[src/rtl/traffic_pkg.sv]
// rtl/traffic_pkg.sv - lights codes, phase/state enums and phase-order helper
package traffic_pkg;

  localparam logic [2:0] LT_RED    = 3'b100;
  localparam logic [2:0] LT_GREEN  = 3'b001;
  localparam logic [2:0] LT_YELLOW = 3'b010;

  typedef enum logic [1:0] {
    PH_RED     = 2'd0,
    PH_GREEN   = 2'd1,
    PH_YELLOW  = 2'd2,
    PH_UNKNOWN = 2'd3
  } phase_t;

  typedef enum logic {
    ST_UNLOCK = 1'b0,
    ST_TRACK  = 1'b1
  } mon_state_t;

  function automatic phase_t next_phase(input phase_t p);
    case (p)
      PH_RED:    return PH_GREEN;
      PH_GREEN:  return PH_YELLOW;
      PH_YELLOW: return PH_RED;
      default:   return PH_UNKNOWN;
    endcase
  endfunction

endpackage

[src/rtl/traffic_light_monitor_if.sv]
// rtl/traffic_light_monitor_if.sv - lights bus plus monitor status outputs
interface traffic_light_monitor_if #(
  parameter int CNT_W = 8
);
  logic [2:0]       lights;
  logic             clr_err;
  logic [1:0]       phase;
  logic             locked;
  logic             err_encoding;
  logic             err_sequence;
  logic             err_dwell;
  logic             err_sticky;
  logic [CNT_W-1:0] cycle_count;

  modport master (
    output lights, clr_err,
    input  phase, locked, err_encoding, err_sequence, err_dwell, err_sticky, cycle_count
  );

  modport slave (
    input  lights, clr_err,
    output phase, locked, err_encoding, err_sequence, err_dwell, err_sticky, cycle_count
  );
endinterface

[src/rtl/traffic_light_decoder.sv]
// rtl/traffic_light_decoder.sv - combinational lights code to {valid, phase}
module traffic_light_decoder
  import traffic_pkg::*;
(
  input  logic [2:0] lights,
  output logic       valid,
  output phase_t     phase
);

  always_comb begin
    valid = 1'b1;
    phase = PH_UNKNOWN;
    case (lights)
      LT_RED:    phase = PH_RED;
      LT_GREEN:  phase = PH_GREEN;
      LT_YELLOW: phase = PH_YELLOW;
      default:   valid = 1'b0;
    endcase
  end

endmodule

[src/rtl/traffic_light_monitor.sv]
// rtl/traffic_light_monitor.sv - checks encoding, phase order and dwell of the lights bus
module traffic_light_monitor
  import traffic_pkg::*;
#(
  parameter int MIN_DWELL = 1,
  parameter int MAX_DWELL = 1,
  parameter int CNT_W     = 8
) (
  input logic                    clk,
  input logic                    reset,
  traffic_light_monitor_if.slave bus
);

  localparam logic [CNT_W-1:0] CNT_MAX = '1;
  localparam logic [CNT_W-1:0] CNT_ONE = CNT_W'(1);

  mon_state_t       state_q, state_d;
  phase_t           phase_q, phase_d;
  logic [CNT_W-1:0] dwell_q, dwell_d;
  logic [CNT_W-1:0] count_q, count_d;
  logic             enc_q, enc_d;
  logic             seq_q, seq_d;
  logic             dwl_q, dwl_d;
  logic             sticky_q, sticky_d;
  logic             code_valid;
  phase_t           code_phase;

  traffic_light_decoder u_decoder (
    .lights (bus.lights),
    .valid  (code_valid),
    .phase  (code_phase)
  );

  always_ff @(posedge clk or posedge reset) begin
    if (reset) begin
      state_q  <= ST_UNLOCK;
      phase_q  <= PH_UNKNOWN;
      dwell_q  <= '0;
      count_q  <= '0;
      enc_q    <= 1'b0;
      seq_q    <= 1'b0;
      dwl_q    <= 1'b0;
      sticky_q <= 1'b0;
    end else begin
      state_q  <= state_d;
      phase_q  <= phase_d;
      dwell_q  <= dwell_d;
      count_q  <= count_d;
      enc_q    <= enc_d;
      seq_q    <= seq_d;
      dwl_q    <= dwl_d;
      sticky_q <= sticky_d;
    end
  end

  always_comb begin
    state_d = state_q;
    phase_d = phase_q;
    dwell_d = dwell_q;
    count_d = count_q;
    enc_d   = 1'b0;
    seq_d   = 1'b0;
    dwl_d   = 1'b0;
    case (state_q)
      ST_UNLOCK: begin
        if (!code_valid) begin
          enc_d = 1'b1;
        end else begin
          state_d = ST_TRACK;
          phase_d = code_phase;
          dwell_d = CNT_ONE;
        end
      end
      ST_TRACK: begin
        if (!code_valid) begin
          enc_d   = 1'b1;
          state_d = ST_UNLOCK;
          phase_d = PH_UNKNOWN;
          dwell_d = '0;
        end else if (code_phase == phase_q) begin
          if (dwell_q != CNT_MAX) dwell_d = dwell_q + CNT_ONE;
          // Fires only on the sample that first crosses the limit
          if (MAX_DWELL != 0 && 32'(dwell_q) == MAX_DWELL) dwl_d = 1'b1;
        end else if (code_phase == next_phase(phase_q)) begin
          if (32'(dwell_q) < MIN_DWELL) dwl_d = 1'b1;
          phase_d = code_phase;
          dwell_d = CNT_ONE;
          if (code_phase == PH_RED && count_q != CNT_MAX) count_d = count_q + CNT_ONE;
        end else begin
          seq_d   = 1'b1;
          phase_d = code_phase;
          dwell_d = CNT_ONE;
        end
      end
      default: state_d = ST_UNLOCK;
    endcase
    sticky_d = enc_d | seq_d | dwl_d | (sticky_q & ~bus.clr_err);
  end

  assign bus.phase        = phase_q;
  assign bus.locked       = (state_q == ST_TRACK);
  assign bus.err_encoding = enc_q;
  assign bus.err_sequence = seq_q;
  assign bus.err_dwell    = dwl_q;
  assign bus.err_sticky   = sticky_q;
  assign bus.cycle_count  = count_q;

endmodule
[src/flat_wrapper.sv]
// flat-port wrapper written by rule: the top's interface ports become plain ports
module traffic_light_monitor_flat import traffic_pkg::*;
#(
  parameter int MIN_DWELL = 1,
  parameter int MAX_DWELL = 1,
  parameter int CNT_W     = 8
)
  (clk, reset, bus_lights, bus_clr_err, bus_phase, bus_locked, bus_err_encoding, bus_err_sequence, bus_err_dwell, bus_err_sticky, bus_cycle_count);
  traffic_light_monitor_if #(.CNT_W(CNT_W)) bus_i ();
  input logic clk;
  input logic reset;
  input wire logic [$bits(bus_i.lights)-1:0] bus_lights;
  input wire logic [$bits(bus_i.clr_err)-1:0] bus_clr_err;
  output wire logic [$bits(bus_i.phase)-1:0] bus_phase;
  output wire logic [$bits(bus_i.locked)-1:0] bus_locked;
  output wire logic [$bits(bus_i.err_encoding)-1:0] bus_err_encoding;
  output wire logic [$bits(bus_i.err_sequence)-1:0] bus_err_sequence;
  output wire logic [$bits(bus_i.err_dwell)-1:0] bus_err_dwell;
  output wire logic [$bits(bus_i.err_sticky)-1:0] bus_err_sticky;
  output wire logic [$bits(bus_i.cycle_count)-1:0] bus_cycle_count;
  assign bus_i.lights = bus_lights;
  assign bus_i.clr_err = bus_clr_err;
  assign bus_phase = bus_i.phase;
  assign bus_locked = bus_i.locked;
  assign bus_err_encoding = bus_i.err_encoding;
  assign bus_err_sequence = bus_i.err_sequence;
  assign bus_err_dwell = bus_i.err_dwell;
  assign bus_err_sticky = bus_i.err_sticky;
  assign bus_cycle_count = bus_i.cycle_count;
  traffic_light_monitor #(.MIN_DWELL(MIN_DWELL), .MAX_DWELL(MAX_DWELL), .CNT_W(CNT_W)) u_core (.clk(clk), .reset(reset), .bus(bus_i));
endmodule
[config.mk]
export PLATFORM = sky130hd
export DESIGN_NAME = traffic_light_monitor_flat
export DESIGN_NICKNAME = d
export VERILOG_FILES = /design/src/rtl/traffic_pkg.sv /design/src/rtl/traffic_light_monitor_if.sv /design/src/rtl/traffic_light_decoder.sv /design/src/rtl/traffic_light_monitor.sv /design/src/flat_wrapper.sv
export SDC_FILE = /design/constraint.sdc
export NUM_CORES = 1
export LEC_CHECK = 0
export CAP_MARGIN = 20
export CORE_MARGIN = 2
export CORE_UTILIZATION = 55
export CTS_BUF_LIST = sky130_fd_sc_hd__clkbuf_2 sky130_fd_sc_hd__clkbuf_4 sky130_fd_sc_hd__clkbuf_8
export DETAILED_ROUTE_END_ITERATION = 12
export PLACE_DENSITY = 0.82
export RECOVER_POWER = 100
export SKIP_CTS_REPAIR_TIMING = 1
export SYNTH_ARGS = -nofsm -noshare
export SYNTH_HDL_FRONTEND = slang
export SYNTH_HIERARCHICAL = 1
export SYNTH_SLANG_ARGS = --single-unit
[constraint.sdc]
create_clock -name clk -period 3.05 [get_ports clk]
set_clock_uncertainty 0.2 [all_clocks]
set_input_delay 0.4575 -clock clk [delete_from_list [all_inputs] [get_ports clk]]
set_output_delay 0.4575 -clock clk [all_outputs]
set_load 0.005 [all_outputs]
# [Word-level counts from Yosys, hierarchy flattened]
# Index checks and enable logic that the tools add are counted.
[word_totals] regBits=23 in_bits=6 output_inout_bits=15 word_cells=65
[op_classes] addsub=2 magnitude_cmp=1 n_eq_ne=13 mux=27 bitwise_logic=7 n_reduce_logical=7
[op_table] cell="$mux W8" n=4
[op_table] cell="$add A8 B1 Y8 const B" n=2
[op_table] cell="$ne A8 B8 Y1 const B" n=2
[op_table] cell="$pmux W8 S2" n=1
[op_table] cell="$mux W1" n=13
[op_table] cell="$mux W2" n=6
[op_table] cell="$pmux W2 S3" n=2
[op_table] cell="$eq A8 B1 Y1 const B" n=1
[op_table] cell="$lt A8 B1 Y1 const B" n=1
[op_table] cell="$reduce_and A5 Y1" n=1
[op_table] cell="$eq A2 B2 Y1" n=2
[op_table] cell="$logic_not A2 Y1" n=2
[op_table] cell="$ne A4 B4 Y1 const B" n=1
[op_table] cell="$pmux W2 S2" n=1
[op_table] cell="$reduce_and A2 Y1" n=2
[op_table] cell="$eq A3 B1 Y1 const B" n=1
[op_table] cell="$eq A3 B2 Y1 const B" n=1
[op_table] cell="$eq A3 B3 Y1 const B" n=1
[op_table] cell="$ne A3 B3 Y1 const B" n=1
[op_table] cell="$not A1 Y1" n=3
[op_table] cell="$or A1 B1 Y1" n=3
[op_table] cell="$reduce_or A3 Y1" n=1
[op_table] cell="$eq A2 B1 Y1 const B" n=1
[op_table] cell="$eq A2 B2 Y1 const B" n=1
[op_table] cell="other kinds (3)" n=3

# [Depth between registers and ports, before layout]
# Gate-level depths: netlist of the first run.
[logic_depth] depth_word=14 depth_mapped=7

# [Hierarchy]
# The synthesis of the first run kept the hierarchy.
[modules_own_cells] mod="traffic_light_monitor" instances=1 cells_per_inst=125 area_each_um2=1256.2 seq_area_each_um2=578.1
[modules_own_cells] mod="traffic_light_decoder" instances=1 cells_per_inst=7 area_each_um2=51.3 seq_area_each_um2=0.0

# [Worst setup path before layout of the first run]
# No wires, ideal clock.
[synth_path] path_kind="register to register" start="reg u_core.phase_q[1], in the netlist u_core/bus.phase[1]" end="reg u_core.count_q[1], in the netlist u_core/bus.cycle_count[1]" setup_ps=125 arrival_ps=1818 setup_slack_ps=908 stages_incl_launch_ff=7 n_path_buf=0 period_less_slack_ps=2142 cell_sequence="dfstp_2 -> inv_1 -> ha_1 -> nor3_1 -> o211ai_1 -> nor2_1 -> mux2_2"
[synth_between] elab_chain_len=7 word_cells_on_any_way=11 classes_between="4 x eq/ne; 4 x mux; 1 x bitwise; 2 x reduce/logical"
[synth_lines] item="start: declaration" line_no="traffic_light_monitor.sv:18" text="phase_t phase_q, phase_d;"
[synth_lines] item="start signal: assignment" line_no="traffic_light_monitor.sv:46" text="phase_q <= phase_d;"
[synth_lines] item="$eq A2 B2 Y1, or another cell as far along" line_no="traffic_pkg.sv:21" text="case (p)"
[synth_lines] item="$pmux W2 S3" line_no="traffic_pkg.sv:21"
[synth_lines] item="$mux W2" line_no="traffic_light_monitor.sv:80" text="end else if (code_phase == phase_q) begin"
[synth_lines] item="$mux W2" line_no="traffic_light_monitor.sv:75" text="if (!code_valid) begin"
[synth_lines] item="$mux W2" line_no="traffic_light_monitor.sv:64" text="case (state_q)"
[synth_lines] item="$eq A2 B2 Y1" line_no="traffic_light_monitor.sv:84" text="end else if (code_phase == next_phase(phase_q)) begin"
[synth_lines] item="$reduce_and A5 Y1 (no line) *"
[synth_lines] item="end signal: assignment" line_no="traffic_light_monitor.sv:48" text="count_q <= count_d;"
[synth_lines] item="end: declaration" line_no="traffic_light_monitor.sv:20" text="logic [CNT_W-1:0] count_q, count_d;"
# Mark *: on every way between the ends. The rest lies on a longest branch, timed or not. The select of a mux whose other input is x is not followed.
# A chain may end at the register's enable or synchronous reset.

# [Worst setup path in the final report of the first run]
[layout_path] start="in bus_lights[1]" end="reg u_core.count_q[1], in the netlist u_core/bus.cycle_count[1]"
[layout_between] word_cells_on_any_way=12 classes_between="5 x eq/ne; 2 x mux; 1 x bitwise; 4 x reduce/logical"
[layout_rtl] item="start: declaration" line_no="flat_wrapper.sv:12" text="input wire logic [$bits(bus_i.lights)-1:0] bus_lights;"
[layout_rtl] item="$eq A3 B2 Y1, or another cell as far along" line_no="traffic_light_decoder.sv:13" text="case (lights)"
[layout_rtl] item="$reduce_or A3 Y1 (no line) *"
[layout_rtl] item="$mux W1 *" line_no="traffic_light_decoder.sv:13"
[layout_rtl] item="net u_core.code_valid" line_no="traffic_light_monitor.sv:25" text="logic code_valid;"
[layout_rtl] item="$reduce_and A5 Y1 (no line) *"
# Mark *: on every way through the listed nets, which the timed path passes. The rest lies on a longest branch.

==> impl_results.md, run 1 <==
- DRC: 0
- First-pass iteration count of the detailed router: 4
- Layout cells sized above 1: under 10%
- Num CTS Buffers: 3
- Rows: 17
- Post-Syn Area: 1310 um^2
- PortBufs: 20
- Sequential area share after synthesis: 44.2%
- Critical Path AT: 2.64 ns
- Slew Limit Fails: 0
- Die width: 52.8 um
- Synthesis Warnings: 6
- Top Ports: 21
- H-tree depth: 1
- Layout fillers: 179
- Crit path buffers/inverters: 1
- Reg2reg end: u_core/bus.cycle_count[1]
- Nets: roughly 170
- Reg-to-reg setup timing slack: a little over 0.7 ns
- Vias: roughly 1100
- Fraction of registers with async set/reset: 100%
- Clock tree sinks: 23
- CP startpoint: bus_lights[1]
- RSZ-0062 raised after global routing: no
- CP cell instances: dlygate4sd3_1 > o21ai_0 > o21a_1 > and4bb_2 > o211ai_1 > nor2_1 > mux2_2
- Die H: between 50 and 60 um
- Static Leak: 0.713 nW
- Initial antenna violation count: 0
- P&R area growth vs syn: 19.1%
- Iter 0 DRT Violations: 39
- Final Hold Fails: 0
- Clock power share: 22.3%
- Worst Hold Depth: 1
- Diodes inserted: 0
- Largest net degree at the start of global routing: 24
- CP top delay family: compound AO/OA/AOI/OAI gates
- Vias per cell: 5.82
- Status: completed
- Synth Flop Type: dfrtp_1
- EDFF count, synth: 0
- Synth cell types: 40
- Fmax: roughly 380 MHz
- FF-to-FF path depth: 6
- Total global routing track utilization: around a fifth
- Clk buf depth: 2
- Kind of critical path: in -> reg
- Final hold slack: 0.284 ns
- Reg-to-Reg Start: u_core/bus.phase[1]
- CTS tree: done
- WL/cell: 13.6 um
- Hold EP: u_core/bus.cycle_count[5]
- Routed Antenna Nets: 0
- Period minus WS final: about 2.6 ns
- Area of the core: ~2200 um^2
- CP Max Fanout: 13
- Synth Register Bits: 23
- Reg clk slew, reported paths: 0.11 ns
- Hold path start: u_core/bus.cycle_count[5]
- Setup TNS: 0 ns
- Psw: 191 uW
- Global-route wire length before repair: 4.16 mm
- CP endpoint kind: register
- PwrDens: 417 nW/um^2
- Avg Cell Area, Syn: 9.91 um^2
- Critical path required time: 3.05 ns
- Hpwl dp: 1.88 mm
- Synthesized Nets: between 100 and 150
- Net Sw Frac: roughly 29%
- Max incr delay on CP: 0.60 ns
- Slowest cell on crit path: dlygate4sd3_1
- Vias in the first global route: 981
- VDD IR max: approximately 300 uV
- Clock root cell: clkbuf_4
- Clk_lat worst skew: 0.30 ns
- Max-slew headroom: 43.9%
- Final period utilization: 86.6%
- GRT overflow: 0
- Gpl congestion: 0.895
- # setup viols final: 0
- DRT Wirelength: between 2 and 2.5 mm
- P_int: about 460 uW
- Max-Cap Viols: 0
- Setup crit start kind: primary input
- Combinational share of power: 23.3%
- Starting Density: 58.5%
- Sequential power share: a little over half
- Die footprint: 2780 um^2
- Gate Count Post-Synth: 132
- Tightest Pin Transition: 0.841 ns
- Hold/Removal Path Class: reg -> reg
## logic make-up after synthesis
| family | synth area share (%) |
|---|---|
| and+or+nand+nor | 20.1 |
| AOI/OAI and AO/OA | 14.4 |
| DFF | 44.2 |
| xor gates and xnor gates | 10.0 |
| buffers and inverters | 3.16 |
| adders and majority gates | 5.74 |
| muxes | 2.39 |
## metal layers
| layer | wire [um] | share of wire (%) | vias to the layer above | track usage (%) |
|---|---|---|---|---|
| met4 | 29 | 1.2 | 0 | 7.26 |
| met1 | 1120 | 45 | 494 | 26.5 |
| li1 | - | - | 531 | - |
| met5 | 0 | 0 | - | 0 |
| met2 | 1220 | 49 | 36 | 33.8 |
| met3 | 127 | 5.1 | 4 | 3.14 |
## worst max-delay path by stage
stage	cells past startpoint	slack, ns	end
finish	7	0.41	u_core/bus.cycle_count[1]
detailed placement	7	0.18	u_core/bus.cycle_count[1]
CTS	7	0.51	u_core/bus.cycle_count[1]
global placement	7	0.27	u_core/bus.cycle_count[1]
floorplan	6	0.91	u_core/bus.cycle_count[1]
global route	7	0.28	u_core/bus.cycle_count[1]
## through the flow
stage	total power [mW]	setup WS (ns)	instance area [um^2]	std cells	utilization, %
after floorplan	0.456	0.908	1310	132	-
after global placement	0.513	0.268	1530	179	68.6
after detailed placement	0.520	0.178	1530	179	68.6
after CTS	0.670	0.512	1560	183	69.9
after global routing	0.694	0.276	1560	183	69.7
final	0.650	0.409	1560	183	69.7
## placed cells by master, fill, tap and decap left out, drive strengths merged, types with 2 or more instances in the layout
master / count
xnor2: 5
o21ai: 7
dfrtp: 21
and4: 3
mux2i: 2
nand4: 5
clkbuf: 5
nand2: 6
dlygate4sd3: 16
or3: 2
inv: 6
or4: 2
a21oi: 8
nand2b: 2
nor3: 7
nor2: 11
ha: 6
xor2: 10
nand3: 5
a31oi: 2
clkdlybuf4s50: 4
dfstp: 2
## power by group through the flow
stage | clock network, mW | registers, mW | logic (mW)
finish | 0.145 | 0.353 | 0.152
global route | 0.165 | 0.357 | 0.173
CTS | 0.155 | 0.356 | 0.159
detailed placement | 0 | 0.362 | 0.158
global placement | 0 | 0.360 | 0.154
floorplan | 0 | 0.355 | 0.101
## sequential cells by signal, summed over array words and instances, names as in the netlist
register                 cells
u_core/bus.err_sticky        1
u_core/dwell_q               8
u_core/bus.locked            1
u_core/bus.err_dwell         1
u_core/bus.phase             2
u_core/bus.err_encoding      1
u_core/bus.err_sequence      1
u_core/bus.cycle_count       8
## worst reg2reg max path: stages (launching register included)
cell and delay [ns]:
dfstp_1 0.66, inv_1 0.08, ha_1 0.30, nor3_1 0.23
o211ai_1 0.19, nor2_1 0.21, mux2_2 0.36
## area by class of cell
class	count	area [um^2]	area share [%]
multi-input cells	101	688	44.2
flip-flops and latches	23	578	37.1
repair buffers	21	204	13.1
well taps	28	35.0	2.25
clock buffers	4	30.0	1.93
inverters	6	22.5	1.45
## cells in the mapped netlist, drive strengths merged (3+ instances only)
library cell   n  area (um^2)
nor3           7         35.0
nand2          6         22.5
xor2          10         87.6
ha             6         75.1
dfrtp         21          526
nand4          5         31.3
inv            6         22.5
o21ai          7         35.0
xnor2          5         43.8
and4           3         26.3
a21oi          8         40.0
nand3          5         25.0
nor2          11         41.3
No activity file was read; power rests on OpenSTA's default activity.
==> run 2, diff against run 1 <==
--- a/config.mk
+++ b/config.mk
@@ -10,6 +10,7 @@
 export CORE_UTILIZATION = 55
 export CTS_BUF_LIST = sky130_fd_sc_hd__clkbuf_2 sky130_fd_sc_hd__clkbuf_4 sky130_fd_sc_hd__clkbuf_8
 export DETAILED_ROUTE_END_ITERATION = 12
+export GPL_ROUTABILITY_DRIVEN = 0
 export PLACE_DENSITY = 0.82
 export RECOVER_POWER = 100
 export SKIP_CTS_REPAIR_TIMING = 1
==> results of run 2 <==
No change in the layout: final DEF, timing and power equal those of run 1.
